File: src/rtl/imem_loader.sv
// Loads the instruction bank from a byte stream: four bytes form one big-endian word, and each word is written to the next address.
// The CPU is held until every requested word has been written.
module imem_loader #(
   parameter int ADDR_WIDTH = 8
) (
   input  logic                  clk_CPU,
   input  logic                  rst,
   input  logic                  start,
   input  logic [ADDR_WIDTH:0]   word_count,
   input  logic [7:0]            byte_in,
   input  logic                  byte_valid,
   output logic                  byte_ready,
   output logic                  mem_we,
   output logic [ADDR_WIDTH-1:0] mem_addr,
   output logic [31:0]           mem_wdata,
   output logic                  cpu_hold,
   output logic                  busy,
   output logic                  done
);

   localparam logic [1:0] S_IDLE    = 2'd0;
   localparam logic [1:0] S_COLLECT = 2'd1;
   localparam logic [1:0] S_WRITE   = 2'd2;
   localparam logic [1:0] S_DONE    = 2'd3;

   localparam logic [ADDR_WIDTH:0]   CAP    = {1'b1, {ADDR_WIDTH{1'b0}}};
   localparam logic [ADDR_WIDTH:0]   CNT_1  = {{ADDR_WIDTH{1'b0}}, 1'b1};
   localparam logic [ADDR_WIDTH-1:0] ADDR_1 = {{(ADDR_WIDTH-1){1'b0}}, 1'b1};

   logic [1:0]            state_q, state_d;
   logic [ADDR_WIDTH:0]   cnt_q, cnt_d;
   logic [ADDR_WIDTH:0]   wr_q, wr_d;
   logic [1:0]            bidx_q, bidx_d;
   logic [ADDR_WIDTH-1:0] addr_q, addr_d;
   logic [31:0]           wdata_q, wdata_d;
   logic [ADDR_WIDTH:0]   wr_inc;

   assign wr_inc = wr_q + CNT_1;

   always_comb begin
      state_d = state_q;
      cnt_d   = cnt_q;
      wr_d    = wr_q;
      bidx_d  = bidx_q;
      addr_d  = addr_q;
      wdata_d = wdata_q;
      case (state_q)
         S_IDLE, S_DONE: begin
            if (start) begin
               if (word_count == '0) begin
                  state_d = S_DONE;
               end else begin
                  state_d = S_COLLECT;
                  cnt_d   = (word_count > CAP) ? CAP : word_count;
                  wr_d    = '0;
                  addr_d  = '0;
                  bidx_d  = '0;
               end
            end
         end
         S_COLLECT: begin
            // byte_ready is high throughout this state, so byte_valid alone marks a handshake
            if (byte_valid) begin
               wdata_d = {wdata_q[23:0], byte_in};
               bidx_d  = bidx_q + 2'd1;
               if (bidx_q == 2'd3) state_d = S_WRITE;
            end
         end
         S_WRITE: begin
            wr_d   = wr_inc;
            addr_d = addr_q + ADDR_1;
            bidx_d = '0;
            state_d = (wr_inc == cnt_q) ? S_DONE : S_COLLECT;
         end
         default: state_d = S_IDLE;
      endcase
   end

   always_ff @(posedge clk_CPU or posedge rst) begin
      if (rst) begin
         state_q <= S_IDLE;
         cnt_q   <= '0;
         wr_q    <= '0;
         bidx_q  <= '0;
         addr_q  <= '0;
         wdata_q <= '0;
      end else begin
         state_q <= state_d;
         cnt_q   <= cnt_d;
         wr_q    <= wr_d;
         bidx_q  <= bidx_d;
         addr_q  <= addr_d;
         wdata_q <= wdata_d;
      end
   end

   // Outputs are decoded from registered state only
   assign byte_ready = (state_q == S_COLLECT);
   assign mem_we     = (state_q == S_WRITE);
   assign mem_addr   = addr_q;
   assign mem_wdata  = wdata_q;
   assign cpu_hold   = (state_q != S_DONE);
   assign busy       = (state_q == S_COLLECT) || (state_q == S_WRITE);
   assign done       = (state_q == S_DONE);

endmodule

File: config.mk
export PLATFORM = sky130hd
export DESIGN_NAME = imem_loader
export DESIGN_NICKNAME = d
export VERILOG_FILES = /design/src/rtl/imem_loader.sv
export SDC_FILE = /design/constraint.sdc
export NUM_CORES = 1
export LEC_CHECK = 0
export BUFFER_PORTS_ARGS = -buffer_cell sky130_fd_sc_hd__clkbuf_2
export CAP_MARGIN = 20
export CORE_UTILIZATION = 38
export CTS_CLUSTER_SIZE = 25
export DETAILED_ROUTE_END_ITERATION = 16
export PLACE_DENSITY_LB_ADDON = 0.08
export SYNTH_ARGS = -nofsm -noshare
export SYNTH_HDL_FRONTEND = slang
export SYNTH_SLANG_ARGS = --single-unit
File: constraint.sdc
create_clock -name clk_CPU -period 4.05 [get_ports clk_CPU]
set_input_delay 0.81 -clock clk_CPU [delete_from_list [all_inputs] [get_ports clk_CPU]]
set_output_delay 0.81 -clock clk_CPU [all_outputs]
set_load 0.01 [all_outputs]
==> summary.txt <==
Worst setup path
  – Type of element capturing the critical path: register
  – Setup CP Type: reg2reg
  – Required time of the worst setup path: 4.26 ns
  – Signal arrival time at the worst endpoint: 2.73 ns
  – Critical path's top delay family: simple AND/OR/NAND/NOR gates
  – Startpoint type of the worst setup path: register
  – Buf/Inv on CP: 1
  – Critical path peak fanout: 22
  – Slowest cell on crit path: sky130_fd_sc_hd__ha_1
  – Slowest cell delay on critical path: 0.46 ns
  – Crit path cell chain: inv_1 > ha_1 > nand2_1 > and2_1 > nand2b_1 > o41ai_1

Placed design
  – Routability-driven placement congestion ratio: 0.7670
  – I/O Buffers: 65
  – DP HPWL: 4108 µm
  – Number of cells in the design after placement: 416

Detailed routing
  – Vias per Instance: 4.956
  – Detailed Route Iter0 Violations: 81
  – Post-DRT Antenna Nets: 0
  – Wirelength per Cell: 13.59 µm
  – Detailed-route DRC error count: 0
  – Detailed Routing Iterations Pass 1: 4
  – Vias: 2,141
  – Total Wirelength: 5872 µm

Timing
  – Final min period: 2.525 ns
  – Remaining max-slew budget at the tightest pin: 0.5661
  – Final Cycle Share: 0.6235
  – Max-slew violation count: 0
  – Number of setup violations in the final report: 0
  – Setup Skew: 0.007964 ns
  – Max Clk Rate: 396.0 MHz
  – Total Neg Setup Slack: 0 ns
  – Transition time at the pin with the least slew margin: 0.6509 ns
  – Number of hold violations in the final report: 0
  – RSZ-0062 raised after global routing: false

Logic synthesis
  – Number of distinct standard cells referenced by the synthesized netlist: 34
  – Number of storage elements in the synthesis netlist: 62
  – Avg Cell Area, Syn: 11.23 µm²
  – Synthesized-area fraction occupied by adder cells: 0.02999
  – Top_reg_cell synth: sky130_fd_sc_hd__dfrtp_1
  – Ys Warns: 0
  – Count of mapped cells out of synthesis: 260
  – Simple-gate area share of the yosys netlist: 0.1307
  – Synth Cell Area: 2920 µm²
  – Multiplexer share of the synthesized area: 0.1375
  – Async S/R FF share, synth: 1.000
  – Sequential share of the synthesized area: 0.5313
  – Number of enable flip-flop cells after synthesis: 0
  – Post-Synth XOR/XNOR Area: 0.04499
  – Synthesized-area fraction occupied by ao, oa, aoi and oai cells: 0.1011
  – Main combinational cell family by area after synthesis: multiplexers
  – Post-synthesis net count: 288

Die
  – Standard cell core area: 7331 µm²
  – Io pins: 66
  – Effective utilization at floorplan: 0.3984
  – Die X-Extent: 89.67 µm
  – Number of placement rows: 31
  – Die Y-Extent: 89.67 µm
  – Die area: 8040 µm²

Power
  – Leakage: 1.624 nW
  – Peak supply drop: 0.0002346 V
  – Power per unit of standard cell area: 707.2 nW/µm²

Clock network
  – Post-cts repair resize count: 0
  – Number of buffers added for setup after CTS: 0
  – Clock tree from TritonCTS: built
  – Root Driver: sky130_fd_sc_hd__clkbuf_8
  – Number of buffers inserted for hold repair after clock tree synthesis: 0
  – Clock-pin slew on the worst setup and hold paths: 0.07 ns
  – TritonCTS Sinks: 62
  – Number of buffers inserted during clock tree synthesis: 9
  – Insertion delay of the later-clocked pin in the worst-skew pair: 0.33 ns
  – H-tree lvl count: 3
  – Buffer levels on the longest clock path: 2

Cells and area
  – Growth of design area from synthesis to finish: 20.82%
  – Multi-input gate area in the final layout: 1297 µm²
  – Antenna Diode Count: 0
  – Non-Filler Instances: 432
  – Total of fill cells in the finished design: 725
  – Fraction of final layout cells with drive strength greater than 1: 0.3544
  – Net count, final: 356
  – Seq. cell area: 1551 µm²

Worst hold path
  – Hold Crit Class: in2async

Global routing
  – GR Util All Layers: 0.1579
  – Global route total overflow: 0
  – Initial antenna violation count: 0
  – Vias in the first global route: 1,990
  – First-pass GRT wire length: 9618 µm
  – Largest net degree at the start of global routing: 41

Status
  – Run status: complete, no violations

Job
  – Total of max-cap violations: 0
==> per-stage QoR <==
stage	hold slack (ns)	setup WS [ns]	util	power, mW	cell area (µm²)
after global routing	0.5106	1.259	0.4813	2.707	3528
after detailed placement	0.4925	1.188	0.4561	2.022	3343
final	0.4821	1.525	0.4813	2.495	3528
after CTS	0.4767	1.494	0.4813	2.538	3528
after global placement	0.4883	1.286	0.4561	1.998	3343
after floorplan	0.4672	1.699	-	1.672	2920
==> layer usage <==
metal | wire, µm | vias up | global-route usage
li1 | - | 1057 | -
met1 | 2951 | 1011 | 0.2292
met2 | 2583 | 67 | 0.2259
met3 | 297 | 6 | 0.03839
met4 | 40 | 0 | 0.06349
met5 | 0 | - | 0
==> flip-flops by register name (all words and copies together) (netlist names) <==
register and count:
wr_q 9, mem_wdata 32, state_q 2, bidx_q 2, mem_addr 8, cnt_q 9
==> cell type report <==
class	count	share of cell area
Tap cell	99	0.03511
Clock inverter	4	0.008511
Sequential cell	62	0.4397
Inverter	6	0.006383
Clock buffer	12	0.04397
Multi-Input combinational cell	181	0.3677
Timing Repair Buffer	68	0.09858
==> power breakdown <==
group | internal, mW | leakage [nW] | switching [mW] | total (mW)
clock | 0.258 | 0.0930 | 0.246 | 0.504
combinational | 0.470 | 0.748 | 0.508 | 0.978
sequential | 0.850 | 0.783 | 0.163 | 1.01
==> cell usage in the layout (no fill, tap or decap), types with 2 or more instances in the layout <==
master                     synthesis  layout
sky130_fd_sc_hd__a21oi_1           6       6
sky130_fd_sc_hd__a22oi_1           2       2
sky130_fd_sc_hd__and2_1            5       5
sky130_fd_sc_hd__buf_4             0       3
sky130_fd_sc_hd__clkbuf_2          0      65
sky130_fd_sc_hd__clkbuf_8          0      11
sky130_fd_sc_hd__dfrtp_1          62      62
sky130_fd_sc_hd__ha_1              7       7
sky130_fd_sc_hd__inv_1             6       5
sky130_fd_sc_hd__mux2_2           33      33
sky130_fd_sc_hd__mux2i_1           3       3
sky130_fd_sc_hd__nand2_1          23      23
sky130_fd_sc_hd__nand2b_1         12      12
sky130_fd_sc_hd__nand3_1           8       8
sky130_fd_sc_hd__nand4_1           4       4
sky130_fd_sc_hd__nor2_1            7       7
sky130_fd_sc_hd__nor2b_1           5       5
sky130_fd_sc_hd__nor4_1            2       2
sky130_fd_sc_hd__o21ai_0          26      26
sky130_fd_sc_hd__o31ai_1           8       8
sky130_fd_sc_hd__o41ai_1           2       2
sky130_fd_sc_hd__or3_1             2       2
sky130_fd_sc_hd__or4_1             2       2
sky130_fd_sc_hd__xnor2_1          10      10
sky130_fd_sc_hd__xor2_1            5       5
==> cells in the mapped netlist (6+ instances only) <==
cell type | number | area [µm²]
sky130_fd_sc_hd__a21oi_1 | 6 | 30.03
sky130_fd_sc_hd__buf_2 | 6 | 30.03
sky130_fd_sc_hd__dfrtp_1 | 62 | 1551
sky130_fd_sc_hd__ha_1 | 7 | 87.58
sky130_fd_sc_hd__inv_1 | 6 | 22.52
sky130_fd_sc_hd__mux2_2 | 33 | 371.6
sky130_fd_sc_hd__nand2_1 | 23 | 86.33
sky130_fd_sc_hd__nand2b_1 | 12 | 75.07
sky130_fd_sc_hd__nand3_1 | 8 | 40.04
sky130_fd_sc_hd__nor2_1 | 7 | 26.28
sky130_fd_sc_hd__o21ai_0 | 26 | 130.1
sky130_fd_sc_hd__o31ai_1 | 8 | 60.06
sky130_fd_sc_hd__xnor2_1 | 10 | 87.58
==> logic make-up after synthesis <==
logic type	count (synthesis)
buf+inv	17
fa+ha+maj	7
simple gates	74
mux	36
compound gates	49
xor+xnor	15
flops	62
==> final timing paths <==
| kind | startpoint | end | slack (ns) | depth (start not counted) |
|---|---|---|---|---|
| hold / removal | rst | mem_wdata[16]$_DFFE_PP0P_ | 0.48 | 2 |
| setup reg to reg | state_q[0]$_DFFE_PP0P_ | wr_q[6]$_DFFE_PP0P_ | 1.52 | 6 |
| setup / recovery | state_q[0]$_DFFE_PP0P_ | wr_q[6]$_DFFE_PP0P_ | 1.52 | 6 |
| hold reg to reg | cnt_q[3]$_DFFE_PP0P_ | cnt_q[3]$_DFFE_PP0P_ | 0.50 | 2 |
| min in group clk_CPU | cnt_q[3]$_DFFE_PP0P_ | cnt_q[3]$_DFFE_PP0P_ | 0.50 | 2 |
| max in group asynchronous | rst | cnt_q[0]$_DFFE_PP0P_ | 2.68 | 3 |
Power figures use the tool's default switching activity.
